File: src/rtl/usb3_tx_scramble_skp_pkg.sv
// Shared definitions for the USB 3.0 TX scrambler / SKP scheduler:
// 8b/10b K-code constants, scrambler polynomial, default seed and scheduler states.
package usb3_tx_scramble_skp_pkg;

  localparam logic [7:0] K28_0 = 8'h1C;
  localparam logic [7:0] K_SKP = 8'h3C;
  localparam logic [7:0] K28_2 = 8'h5C;
  localparam logic [7:0] K28_3 = 8'h7C;
  localparam logic [7:0] K28_4 = 8'h9C;
  localparam logic [7:0] K_COM = 8'hBC;
  localparam logic [7:0] K28_6 = 8'hDC;
  localparam logic [7:0] K28_7 = 8'hFC;
  localparam logic [7:0] K23_7 = 8'hF7;
  localparam logic [7:0] K27_7 = 8'hFB;
  localparam logic [7:0] K29_7 = 8'hFD;
  localparam logic [7:0] K30_7 = 8'hFE;

  // x^16 + x^5 + x^4 + x^3 + 1, Galois feedback taps below the x^16 term
  localparam logic [15:0] LFSR_TAPS      = 16'h0039;
  localparam logic [15:0] SCRAM_SEED_DEF = 16'hFFFF;

  typedef enum logic {
    ST_PASS   = 1'b0,
    ST_INSERT = 1'b1
  } skp_state_e;

  function automatic logic is_legal_k(input logic [7:0] b);
    case (b)
      K28_0, K_SKP, K28_2, K28_3, K28_4, K_COM,
      K28_6, K28_7, K23_7, K27_7, K29_7, K30_7: is_legal_k = 1'b1;
      default:                                  is_legal_k = 1'b0;
    endcase
  endfunction

endpackage

File: src/rtl/usb3_tx_scramble_skp_if.sv
// Raw (link-layer side) and processed (PIPE side) word bus of the TX scrambler.
// master = link layer / bench side, slave = the scrambler.
interface usb3_tx_scramble_skp_if #(
  parameter int NUM_BYTES = 4
);
  logic [NUM_BYTES-1:0]   raw_datak;
  logic [8*NUM_BYTES-1:0] raw_data;
  logic                   raw_active;
  logic                   raw_stall;
  logic [NUM_BYTES-1:0]   proc_datak;
  logic [8*NUM_BYTES-1:0] proc_data;
  logic                   proc_skp;

  modport master (
    output raw_datak, raw_data, raw_active,
    input  raw_stall, proc_datak, proc_data, proc_skp
  );

  modport slave (
    input  raw_datak, raw_data, raw_active,
    output raw_stall, proc_datak, proc_data, proc_skp
  );
endinterface

File: src/rtl/usb3_tx_scramble_skp_lfsr_bytes.sv
// Combinational NUM_BYTES-byte scrambler LFSR: per-byte keys and the state after the word.
// COM bytes reload the seed, held (SKP) bytes leave the state untouched.
module usb3_lfsr_bytes
  import usb3_tx_scramble_skp_pkg::*;
#(
  parameter int          NUM_BYTES  = 4,
  parameter logic [15:0] SCRAM_SEED = SCRAM_SEED_DEF
) (
  input  logic [15:0]            state_i,
  input  logic [NUM_BYTES-1:0]   com_i,
  input  logic [NUM_BYTES-1:0]   hold_i,
  output logic [8*NUM_BYTES-1:0] key_o,
  output logic [15:0]            next_o
);

  logic [15:0] s;

  always_comb begin
    s     = state_i;
    key_o = '0;
    for (int i = 0; i < NUM_BYTES; i++) begin
      if (com_i[i]) begin
        s = SCRAM_SEED;
      end else if (!hold_i[i]) begin
        // key bit b is the MSB before the b-th shift, LSB of the byte first
        for (int b = 0; b < 8; b++) begin
          key_o[8*i+b] = s[15];
          s = {s[14:0], 1'b0} ^ (s[15] ? LFSR_TAPS : 16'h0000);
        end
      end
    end
    next_o = s;
  end

endmodule

File: src/rtl/usb3_tx_scramble_skp.sv
// USB 3.0 TX scrambler with SKP ordered-set scheduling and raw_stall backpressure.
// Two register stages: stage 1 scrambles or builds a SKP word, stage 2 drives the PIPE side.
module usb3_tx_scramble_skp
  import usb3_tx_scramble_skp_pkg::*;
#(
  parameter int          NUM_BYTES    = 4,
  parameter logic [15:0] SCRAM_SEED   = SCRAM_SEED_DEF,
  parameter int          SKP_INTERVAL = 354,
  parameter int          SKP_MAX_OWED = 4
) (
  input  logic                         local_clk,
  input  logic                         reset_n,
  input  logic                         enable,
  input  logic                         skp_inhibit,
  input  logic                         skp_defer,
  usb3_tx_scramble_skp_if.slave        bus,
  output logic                         err_undef,
  output logic                         skp_overflow
);

  localparam int HALF   = NUM_BYTES / 2;
  localparam int CRED_W = $clog2(SKP_INTERVAL + NUM_BYTES + 1);
  localparam int OWED_W = $clog2(SKP_MAX_OWED + 1);

  skp_state_e             fsm_q, fsm_d;
  logic                   raw_stall_q, raw_stall_d;
  logic [15:0]            lfsr_q, lfsr_d, lfsr_next;
  logic [CRED_W-1:0]      credit_q, credit_d, credit_sum;
  logic [OWED_W-1:0]      owed_q, owed_d;
  logic                   overflow_q, overflow_d;
  logic                   accrue, due, owed_inc;

  logic [8*NUM_BYTES-1:0] s1_data_q, s1_data_d;
  logic [NUM_BYTES-1:0]   s1_datak_q, s1_datak_d;
  logic                   s1_skp_q, s1_skp_d;
  logic                   s1_err_q, s1_err_d;

  logic [8*NUM_BYTES-1:0] proc_data_q;
  logic [NUM_BYTES-1:0]   proc_datak_q;
  logic                   proc_skp_q;
  logic                   err_undef_q;

  logic [NUM_BYTES-1:0]   com_vec, hold_vec;
  logic [8*NUM_BYTES-1:0] key;

  always_comb begin
    com_vec  = '0;
    hold_vec = '0;
    for (int i = 0; i < NUM_BYTES; i++) begin
      com_vec[i]  = bus.raw_datak[i] && (bus.raw_data[8*i +: 8] == K_COM);
      hold_vec[i] = bus.raw_datak[i] && (bus.raw_data[8*i +: 8] == K_SKP);
    end
  end

  usb3_lfsr_bytes #(
    .NUM_BYTES  (NUM_BYTES),
    .SCRAM_SEED (SCRAM_SEED)
  ) u_lfsr (
    .state_i (lfsr_q),
    .com_i   (com_vec),
    .hold_i  (hold_vec),
    .key_o   (key),
    .next_o  (lfsr_next)
  );

  // Stage 1: SKP word while inserting, otherwise the accepted raw word (scrambled)
  always_comb begin
    s1_data_d  = '0;
    s1_datak_d = '0;
    s1_skp_d   = 1'b0;
    s1_err_d   = 1'b0;
    if (fsm_q == ST_INSERT) begin
      s1_data_d  = {NUM_BYTES{K_SKP}};
      s1_datak_d = '1;
      s1_skp_d   = 1'b1;
    end else begin
      s1_datak_d = bus.raw_datak;
      for (int i = 0; i < NUM_BYTES; i++) begin
        if (bus.raw_datak[i]) begin
          s1_data_d[8*i +: 8] = bus.raw_data[8*i +: 8];
          if (!is_legal_k(bus.raw_data[8*i +: 8])) s1_err_d = 1'b1;
        end else begin
          s1_data_d[8*i +: 8] = enable ? (bus.raw_data[8*i +: 8] ^ key[8*i +: 8])
                                       : bus.raw_data[8*i +: 8];
        end
      end
    end
  end

  // Credit and owed-SKP bookkeeping; accrual only happens in PASS, decrement only in INSERT
  always_comb begin
    accrue     = !raw_stall_q && (fsm_q == ST_PASS);
    lfsr_d     = raw_stall_q ? lfsr_q : lfsr_next;
    credit_sum = credit_q + (accrue ? CRED_W'(NUM_BYTES) : '0);
    due        = (credit_sum >= CRED_W'(SKP_INTERVAL));
    credit_d   = due ? (credit_sum - CRED_W'(SKP_INTERVAL)) : credit_sum;
    owed_inc   = due && (owed_q != OWED_W'(SKP_MAX_OWED));
    overflow_d = overflow_q || (due && (owed_q == OWED_W'(SKP_MAX_OWED)));
    owed_d     = owed_q + OWED_W'(owed_inc)
                 - ((fsm_q == ST_INSERT) ? OWED_W'(HALF) : '0);
  end

  // Exit from INSERT looks at owed after this cycle's SKP word has been paid
  always_comb begin
    fsm_d = fsm_q;
    case (fsm_q)
      ST_PASS:
        if ((owed_q >= OWED_W'(HALF)) && !skp_inhibit && (!skp_defer || !bus.raw_active))
          fsm_d = ST_INSERT;
      ST_INSERT:
        if ((owed_d < OWED_W'(HALF)) || skp_inhibit || (skp_defer && bus.raw_active))
          fsm_d = ST_PASS;
      default: fsm_d = ST_PASS;
    endcase
    raw_stall_d = (fsm_d == ST_INSERT);
  end

  always_ff @(posedge local_clk or negedge reset_n) begin
    if (!reset_n) begin
      fsm_q        <= ST_PASS;
      raw_stall_q  <= 1'b0;
      lfsr_q       <= SCRAM_SEED;
      credit_q     <= '0;
      owed_q       <= '0;
      overflow_q   <= 1'b0;
      s1_data_q    <= '0;
      s1_datak_q   <= '0;
      s1_skp_q     <= 1'b0;
      s1_err_q     <= 1'b0;
      proc_data_q  <= '0;
      proc_datak_q <= '0;
      proc_skp_q   <= 1'b0;
      err_undef_q  <= 1'b0;
    end else begin
      fsm_q        <= fsm_d;
      raw_stall_q  <= raw_stall_d;
      lfsr_q       <= lfsr_d;
      credit_q     <= credit_d;
      owed_q       <= owed_d;
      overflow_q   <= overflow_d;
      s1_data_q    <= s1_data_d;
      s1_datak_q   <= s1_datak_d;
      s1_skp_q     <= s1_skp_d;
      s1_err_q     <= s1_err_d;
      // Stage 2: PIPE-side output registers
      proc_data_q  <= s1_data_q;
      proc_datak_q <= s1_datak_q;
      proc_skp_q   <= s1_skp_q;
      err_undef_q  <= s1_err_q;
    end
  end

  assign bus.raw_stall  = raw_stall_q;
  assign bus.proc_data  = proc_data_q;
  assign bus.proc_datak = proc_datak_q;
  assign bus.proc_skp   = proc_skp_q;
  assign err_undef      = err_undef_q;
  assign skp_overflow   = overflow_q;

endmodule

File: src/flat_wrapper.sv
// flat-port wrapper written by rule: the top's interface ports become plain ports
module usb3_tx_scramble_skp_flat import usb3_tx_scramble_skp_pkg::*;
#(
  parameter int          NUM_BYTES    = 4,
  parameter logic [15:0] SCRAM_SEED   = SCRAM_SEED_DEF,
  parameter int          SKP_INTERVAL = 354,
  parameter int          SKP_MAX_OWED = 4
)
  (local_clk, reset_n, enable, skp_inhibit, skp_defer, err_undef, skp_overflow, bus_raw_datak, bus_raw_data, bus_raw_active, bus_raw_stall, bus_proc_datak, bus_proc_data, bus_proc_skp);
  usb3_tx_scramble_skp_if #(.NUM_BYTES(NUM_BYTES)) bus_i ();
  input  logic local_clk;
  input  logic reset_n;
  input  logic enable;
  input  logic skp_inhibit;
  input  logic skp_defer;
  output logic err_undef;
  output logic skp_overflow;
  input wire logic [$bits(bus_i.raw_datak)-1:0] bus_raw_datak;
  input wire logic [$bits(bus_i.raw_data)-1:0] bus_raw_data;
  input wire logic [$bits(bus_i.raw_active)-1:0] bus_raw_active;
  output wire logic [$bits(bus_i.raw_stall)-1:0] bus_raw_stall;
  output wire logic [$bits(bus_i.proc_datak)-1:0] bus_proc_datak;
  output wire logic [$bits(bus_i.proc_data)-1:0] bus_proc_data;
  output wire logic [$bits(bus_i.proc_skp)-1:0] bus_proc_skp;
  assign bus_i.raw_datak = bus_raw_datak;
  assign bus_i.raw_data = bus_raw_data;
  assign bus_i.raw_active = bus_raw_active;
  assign bus_raw_stall = bus_i.raw_stall;
  assign bus_proc_datak = bus_i.proc_datak;
  assign bus_proc_data = bus_i.proc_data;
  assign bus_proc_skp = bus_i.proc_skp;
  usb3_tx_scramble_skp #(.NUM_BYTES(NUM_BYTES), .SCRAM_SEED(SCRAM_SEED), .SKP_INTERVAL(SKP_INTERVAL), .SKP_MAX_OWED(SKP_MAX_OWED)) u_core (.local_clk(local_clk), .reset_n(reset_n), .enable(enable), .skp_inhibit(skp_inhibit), .skp_defer(skp_defer), .bus(bus_i), .err_undef(err_undef), .skp_overflow(skp_overflow));
endmodule
File: config.mk
export PLATFORM = sky130hd
export DESIGN_NAME = usb3_tx_scramble_skp_flat
export DESIGN_NICKNAME = d
export VERILOG_FILES = /design/src/rtl/usb3_tx_scramble_skp_pkg.sv /design/src/rtl/usb3_tx_scramble_skp_if.sv /design/src/rtl/usb3_tx_scramble_skp_lfsr_bytes.sv /design/src/rtl/usb3_tx_scramble_skp.sv /design/src/flat_wrapper.sv
export SDC_FILE = /design/constraint.sdc
export NUM_CORES = 1
export LEC_CHECK = 0
export ABC_CLOCK_PERIOD_IN_PS = 3400
export CAP_MARGIN = 20
export CORE_MARGIN = 2
export CORE_UTILIZATION = 31
export CTS_CLUSTER_DIAMETER = 100
export CTS_CLUSTER_SIZE = 12
export DETAILED_ROUTE_END_ITERATION = 8
export HOLD_SLACK_MARGIN = 0.15
export PLACE_DENSITY = 0.49
export REMOVE_ABC_BUFFERS = 1
export SLEW_MARGIN = 20
export SYNTH_ARGS = -nofsm -noshare
export SYNTH_HDL_FRONTEND = slang
export SYNTH_SLANG_ARGS = --single-unit
File: constraint.sdc
create_clock -name local_clk -period 3.4 [get_ports local_clk]
set_clock_uncertainty 0.05 [all_clocks]
set_input_delay 0.85 -clock local_clk [delete_from_list [all_inputs] [get_ports local_clk]]
set_output_delay 0.85 -clock local_clk [all_outputs]
set_load 0.02 [all_outputs]
# After elaboration in Yosys (flattened, before gate mapping)

Index checks and enable logic that the tools add are counted.

Flip-flop bits (word level): 106
Word-level logic and storage cells: 219
Bits of input ports: 42

Mux-type cells: 86
Equality and inequality tests: 50
Add/subtract/negate cells: 4
Bitwise operators: 37
Order comparisons: 3
Reduce and logical (&&, ||, !) cells: 26

Operators with widths:

| cell                                                                                 | number |
|---|---|
| 16-bit by 6-bit XOR with 16-bit output                                               | 32 |
| 8-bit equality test (second input constant)                                          | 32 |
| 6-bit 2-to-1 mux                                                                     | 32 |
| 16-bit 2-to-1 mux                                                                    | 8 |
| 8-bit 2-to-1 mux                                                                     | 16 |
| 8-bit by 7-bit equality test with 1-bit output (second input constant)               | 8 |
| 12-bit OR reduction                                                                  | 4 |
| 8-bit by 5-bit equality test with 1-bit output (second input constant)               | 4 |
| 8-bit by 6-bit equality test with 1-bit output (second input constant)               | 4 |
| 32-bit 2-to-1 mux                                                                    | 1 |
| 8-bit XOR                                                                            | 4 |
| 1-bit 2-to-1 mux                                                                     | 24 |
| 1-bit logical AND                                                                    | 14 |
| 9-bit adder                                                                          | 1 |
| 9-bit greater-or-equal comparator (second input constant)                            | 1 |
| 9-bit 2-to-1 mux                                                                     | 1 |
| 9-bit subtractor (second input constant)                                             | 1 |
| 1-bit zero test                                                                      | 4 |
| 1-bit logical OR                                                                     | 4 |
| 4-bit 2-to-1 mux                                                                     | 1 |
| 3-bit by 1-bit adder with 3-bit output                                               | 1 |
| 3-bit equality test (second input constant)                                          | 1 |
| 3-bit by 2-bit greater-or-equal comparator with 1-bit output (second input constant) | 1 |
| 3-bit by 2-bit less-than comparator with 1-bit output (second input constant)        | 1 |
| 6 further kinds                                                                      | 6 |

# Depth between registers and ports, before layout

Depth in word-level cells: 74
Gate-level depth with buffers: 19
Gate-level depth less buffers: 17

# Modules after synthesis

A second synthesis with hierarchy kept.

Cell total of the unflattened synthesis: 722
Area, all modules: 6882.9 µm²

By module, submodules not included:

| module               | cells each | area each (µm²) | instances |
|---|---|---|---|
| usb3_tx_scramble_skp | 346        | 4204.0          | 1 |
| usb3_lfsr_bytes      | 376        | 2678.8          | 1 |

# Worst setup path after synthesis

OpenSTA, ideal clock, no wires.

Kind: flip-flop to flip-flop
From: reg u_core.fsm_q
To: reg u_core.fsm_q
Cell stages (with the launch flop): 19
Period minus slack after synthesis: 3.610 ns
Data arrival time: 3.483 ns
Buffers on the path: 2
Setup slack: -0.210 ns
Path through: dfrtp_1 > inv_1 > clkbuf_1 > clkbuf_1 > ha_1 > ha_1 > nand2_1 > o31ai_1 > a21oi_1 > o21bai_1 > a21oi_1 > nor2b_1 > ha_1 > inv_1 > ha_1 > xnor2_1 > xnor2_1 > nor2_1 > a21oi_1

Longest elaborated chain between the ends: 13

Ends and longest elaborated chain:

| item                                                      | line                        | source |
|---|---|---|
| start: declaration                                        | usb3_tx_scramble_skp.sv:25  | `skp_state_e fsm_q, fsm_d;` |
| start signal: assignment                                  | usb3_tx_scramble_skp.sv:135 | `fsm_q <= fsm_d;` |
| 1-bit zero test or 1-bit NOT (tied branches)              | --                          |  |
| 1-bit logical AND                                         | usb3_tx_scramble_skp.sv:92  | `accrue = !raw_stall_q && (fsm_q == ST_PASS);` |
| 3-bit 2-to-1 mux                                          | usb3_tx_scramble_skp.sv:94  | `credit_sum = credit_q + (accrue ? CRED_W'(NUM_BYTES) : '0);` |
| 9-bit adder                                               | usb3_tx_scramble_skp.sv:94  |  |
| 9-bit greater-or-equal comparator                         | usb3_tx_scramble_skp.sv:95  | `due = (credit_sum >= CRED_W'(SKP_INTERVAL));` |
| 1-bit logical AND                                         | usb3_tx_scramble_skp.sv:97  | `owed_inc = due && (owed_q != OWED_W'(SKP_MAX_OWED));` |
| 3-bit by 1-bit adder with 3-bit output                    | usb3_tx_scramble_skp.sv:99  | `owed_d = owed_q + OWED_W'(owed_inc)` |
| 3-bit subtractor (*)                                      | usb3_tx_scramble_skp.sv:100 | `- ((fsm_q == ST_INSERT) ? OWED_W'(HALF) : '0);` |
| via u_core.owed_d[2]                                      | usb3_tx_scramble_skp.sv:29  | `logic [OWED_W-1:0] owed_q, owed_d;` |
| 3-bit by 2-bit less-than comparator with 1-bit output (*) | usb3_tx_scramble_skp.sv:111 | `if ((owed_d < OWED_W'(HALF)) \|\| skp_inhibit \|\| (skp_defer && bus.raw_active))` |
| 1-bit logical OR (*) (2 in a row)                         | usb3_tx_scramble_skp.sv:111 |  |
| 1-bit 2-to-1 mux (*)                                      | usb3_tx_scramble_skp.sv:111 |  |
| 1-bit case mux with 2 select lines (*)                    | usb3_tx_scramble_skp.sv:106 | `case (fsm_q)` |
| via u_core.fsm_d                                          | usb3_tx_scramble_skp.sv:25  |  |

The timed path passes the listed nets; every way through them passes the cells marked *.
A chain may end at the register's enable or synchronous reset.

# Final worst setup path

From: in bus_raw_data[0]
To: reg u_core.s1_data_q[28]

Longest elaborated chain between the ends: 35

Ends and longest elaborated chain:

| item                                                                       | line                                  | source |
|---|---|---|
| start: declaration                                                         | flat_wrapper.sv:19                    | `input wire logic [$bits(bus_i.raw_data)-1:0] bus_raw_data;` |
| 8-bit by 6-bit equality test with 1-bit output                             | usb3_tx_scramble_skp.sv:51            | `hold_vec[i] = bus.raw_datak[i] && (bus.raw_data[8*i +: 8] == K_SKP);` |
| 1-bit logical AND                                                          | usb3_tx_scramble_skp.sv:51            |  |
| 16-bit 2-to-1 mux                                                          | usb3_tx_scramble_skp_lfsr_bytes.sv:24 | `end else if (!hold_i[i]) begin` |
| 16-bit 2-to-1 mux (*)                                                      | usb3_tx_scramble_skp_lfsr_bytes.sv:22 | `if (com_i[i]) begin` |
| 16-bit by 6-bit XOR with 16-bit output (4 in a row)                        | usb3_tx_scramble_skp_lfsr_bytes.sv:28 | `s = {s[14:0], 1'b0} ^ (s[15] ? LFSR_TAPS : 16'h0000);` |
| 6-bit 2-to-1 mux or 16-bit by 6-bit XOR with 16-bit output (tied branches) | usb3_tx_scramble_skp_lfsr_bytes.sv:28 |  |
| 16-bit by 6-bit XOR with 16-bit output (2 in a row)                        | usb3_tx_scramble_skp_lfsr_bytes.sv:28 |  |
| 16-bit by 6-bit XOR with 16-bit output or 6-bit 2-to-1 mux (tied branches) | usb3_tx_scramble_skp_lfsr_bytes.sv:28 |  |
| [13 not listed]                                                            | --                                    |  |
| 16-bit by 6-bit XOR with 16-bit output (*) (4 in a row)                    | usb3_tx_scramble_skp_lfsr_bytes.sv:28 |  |
| 8-bit 2-to-1 mux (*)                                                       | usb3_tx_scramble_skp_lfsr_bytes.sv:24 |  |
| 8-bit 2-to-1 mux (*)                                                       | usb3_tx_scramble_skp_lfsr_bytes.sv:22 |  |
| 8-bit XOR (*)                                                              | usb3_tx_scramble_skp.sv:83            | `s1_data_d[8*i +: 8] = enable ? (bus.raw_data[8*i +: 8] ^ key[8*i +: 8])` |
| 8-bit 2-to-1 mux (*)                                                       | usb3_tx_scramble_skp.sv:83            |  |
| 8-bit 2-to-1 mux (*)                                                       | usb3_tx_scramble_skp.sv:79            | `if (bus.raw_datak[i]) begin` |
| 32-bit 2-to-1 mux (*)                                                      | usb3_tx_scramble_skp.sv:72            | `if (fsm_q == ST_INSERT) begin` |
| via u_core.s1_data_d[28]                                                   | usb3_tx_scramble_skp.sv:33            | `logic [8*NUM_BYTES-1:0] s1_data_q, s1_data_d;` |
| end signal: assignment                                                     | usb3_tx_scramble_skp.sv:141           | `s1_data_q <= s1_data_d;` |
| end: declaration                                                           | usb3_tx_scramble_skp.sv:33            |  |

Marked as above.

==> run summary <==
most used flip-flop cell after synthesis: dfrtp_1
Max-slew headroom: 57.83%
Sink Count: 105
CP endpoint: u_core.s1_data_q[28]
GRT overflow: 0
clk slew on worst S/H paths: 80 ps
htree depth: 3
cell accounting for the most synthesized area: dfrtp_1
n_diodes: 0
Post-DP HPWL: 15.26 mm
drt pass-1 iters: 5
Worst Setup SP: bus_raw_data[0]
CP startpoint kind: input pin
Tightest Pin Transition: 631.3 ps
I/O Buffers: 81
Placement Rows: 50
Antenna Nets Post-Route: 0
Final Hold Viols: 0
vias in the first global route: 5,593
Ports: 82
hold crit path type: register to register
first-pass GRT wire length: 31.21 mm
Worst setup EP type: register
DRC: 0
Reg2Reg Launch Point: u_core.lfsr_q[12]
core area: 18,830 µm²
largest fanout on the critical path: 13
gr usage total: 20.30%
final critical-path required period: 3282 ps
Worst R2R Setup Slack: 240 ps
Synth area leaders: dfrtp_1 37%, xnor2_1 8.0%, dfstp_2 7.0%
Final Slew Violations: 0
status: finished clean
FF+latch count, synth: 105
most frequent cells in the layout: 133 x buf_4, 89 x dfrtp_1, 72 x clkdlybuf4s50_1
setup TNS: 0 ps
Die Y: 143.1 µm
Mapped Cells: 606
cts hold-fix bufs: 0
synth warn: 0
CTS tree: yes
number of buffers created by CTS: 9
Root Driver: clkbuf_16
GPL Wtd Cong: 0.9303
Final period util: 96.53%
Post-synth EDFFs: 0
crit path DAT: 3460 ps
MaxCap Viol Count: 0
Reg2Reg Depth: 13
hold depth: 0
worst skew pair latency: 360 ps
Syn Area/Cell: 9.892 µm²
type of the worst setup path: input pin to register
register area share after synthesis: 44.17%
antenna violations before repair: 0
share of layout cells above drive strength 1: 28.71%
via count: 5,277
commonest non-fill, non-tap cell in the layout: buf_4
deepest clock path buffer count: 2
Die X-Extent: 143.1 µm
library cells used by synthesis: 66
Die Footprint: 20,460 µm²
Reg2Reg Capture Point: u_core.s1_data_q[28]
share of the synthesized area in the top cell type: 37.15%
drt wl/cell: 18.46 µm
Mapped Area: 5994 µm²
drt initial violations: 345
asr flop ratio synth: 100.0%
DRT Wirelength: 19.72 mm
largest net degree at the start of global routing: 47
Area Overhead vs Synth: 44.56%
CP Data Required Time: 3580 ps
count of final setup violators: 0
vias per cell: 4.941
Initial Util: 31.83%
RSZ-0062 raised after global routing: no
Max Freq: 0.3047 GHz
layout net count: 852
-- routing by layer --
metal | GRT usage (%) | vias up | share of wire [%]
li1 | - | 2516 | -
met1 | 27.53 | 2579 | 45
met2 | 33.12 | 151 | 47
met3 | 2.918 | 31 | 4.1
met4 | 7.087 | 0 | 3.2
met5 | 0 | - | 0
-- synth_stat cells (3+ instances only) --
cell	number
a211o_1	3
and3_1	15
clkbuf_1	17
o31ai_1	4
or2_2	5
a221oi_1	3
nand3_1	13
o21ai_0	36
xor2_1	48
nor3_1	16
buf_4	4
a21oi_1	44
o22ai_1	20
nand2_1	50
nor2b_1	6
a22oi_1	9
mux2i_1	3
dfstp_2	16
o21ai_1	3
nor2_1	38
a2bb2oi_1	5
nand4b_1	3
xnor3_1	4
xnor2_2	3
ha_1	7
xnor2_1	55
and2_1	3
a21o_1	4
inv_1	13
or3_1	9
nor3b_1	4
buf_2	7
dfrtp_1	89
-- flip-flops by register name (all words and copies together) (netlist names) --
signal	count
u_core.bus.proc_data	32
u_core.s1_data_q	32
u_core.lfsr_q	16
u_core.credit_q	8
u_core.bus.proc_datak	4
u_core.s1_datak_q	4
u_core.owed_q	3
u_core.bus.proc_skp	1
u_core.err_undef	1
u_core.fsm_q	1
u_core.s1_err_q	1
u_core.s1_skp_q	1
u_core.skp_overflow	1
-- what timing repair did --
item | 4_1_cts | 5_1_grt
pin swaps | 15 | 9
gates resized for setup | 43 | 23
endpoints found under the hold margin | 0 | 0
gates cloned | 1 | 0
endpoints found under the setup margin | 16 | 11
buffers inserted | 4 | 0
-- layout make-up --
class / instances / area (µm²)
inverters: 13 / 48.80
fillers: 1807 / 10160
clock buffers: 9 / 225.2
flip-flops and latches: 105 / 2648
clock inverters: 7 / 91.34
repair buffers: 218 / 1884
multi-input cells: 456 / 3443
well taps: 260 / 325.3
-- cells by family after synthesis --
family,Yosys count,synth area share [%]
AND/OR/NAND/NOR,174,14.53
AO/OA/AOI/OAI,158,17.07
XOR/XNOR,113,18.68
flip-flops,105,44.17
buffers and inverters,45,3.360
adder cells (fa/ha/maj),7,1.461
multiplexers,4,0.7305
-- worst min-delay path by stage --
| stage | start | to | slack, ps |
|---|---|---|---|
| 2_1_floorplan | u_core.s1_data_q[0] | u_core.bus.proc_data[0] | 280 |
| 3_3_place_gp | u_core.s1_data_q[8] | u_core.bus.proc_data[8] | 280 |
| 3_5_place_dp | u_core.s1_data_q[13] | u_core.bus.proc_data[13] | 280 |
| 4_1_cts | u_core.s1_data_q[13] | u_core.bus.proc_data[13] | 300 |
| 5_1_grt | u_core.s1_data_q[4] | u_core.bus.proc_data[4] | 300 |
| 6_report | u_core.s1_data_q[11] | u_core.bus.proc_data[11] | 300 |
-- stage by stage --
step | area (µm²) | util, % | instances | worst slack [ps] | hold slack [ps]
6_report | 8666 | 46.02 | 1068 | 117.9 | 297.6
5_1_grt | 8666 | 46.02 | 1068 | 12.85 | 302.6
4_1_cts | 8528 | 45.29 | 1068 | 9.861 | 301.1
3_5_place_dp | 7991 | 42.44 | 1047 | -677.0 | 284.7
3_3_place_gp | 7991 | 42.44 | 1047 | -672.8 | 282.1
2_1_floorplan | 5842 | - | 574 | -837.3 | 281.2
-- critical path, stage by stage --
cell	delay (ps)
dlygate4sd2_1	280
and4bb_4	400
nand2_4	90
buf_4	200
nor3_2	150
a211oi_1	80
nor3_1	250
buf_4	190
xnor2_1	140
o22ai_2	110
buf_4	180
nor3b_2	210
buf_4	140
xnor2_1	110
nand2_1	70
Power is not shown: default switching activity piles up to over one toggle a cycle in this logic, so the estimate is an artifact.
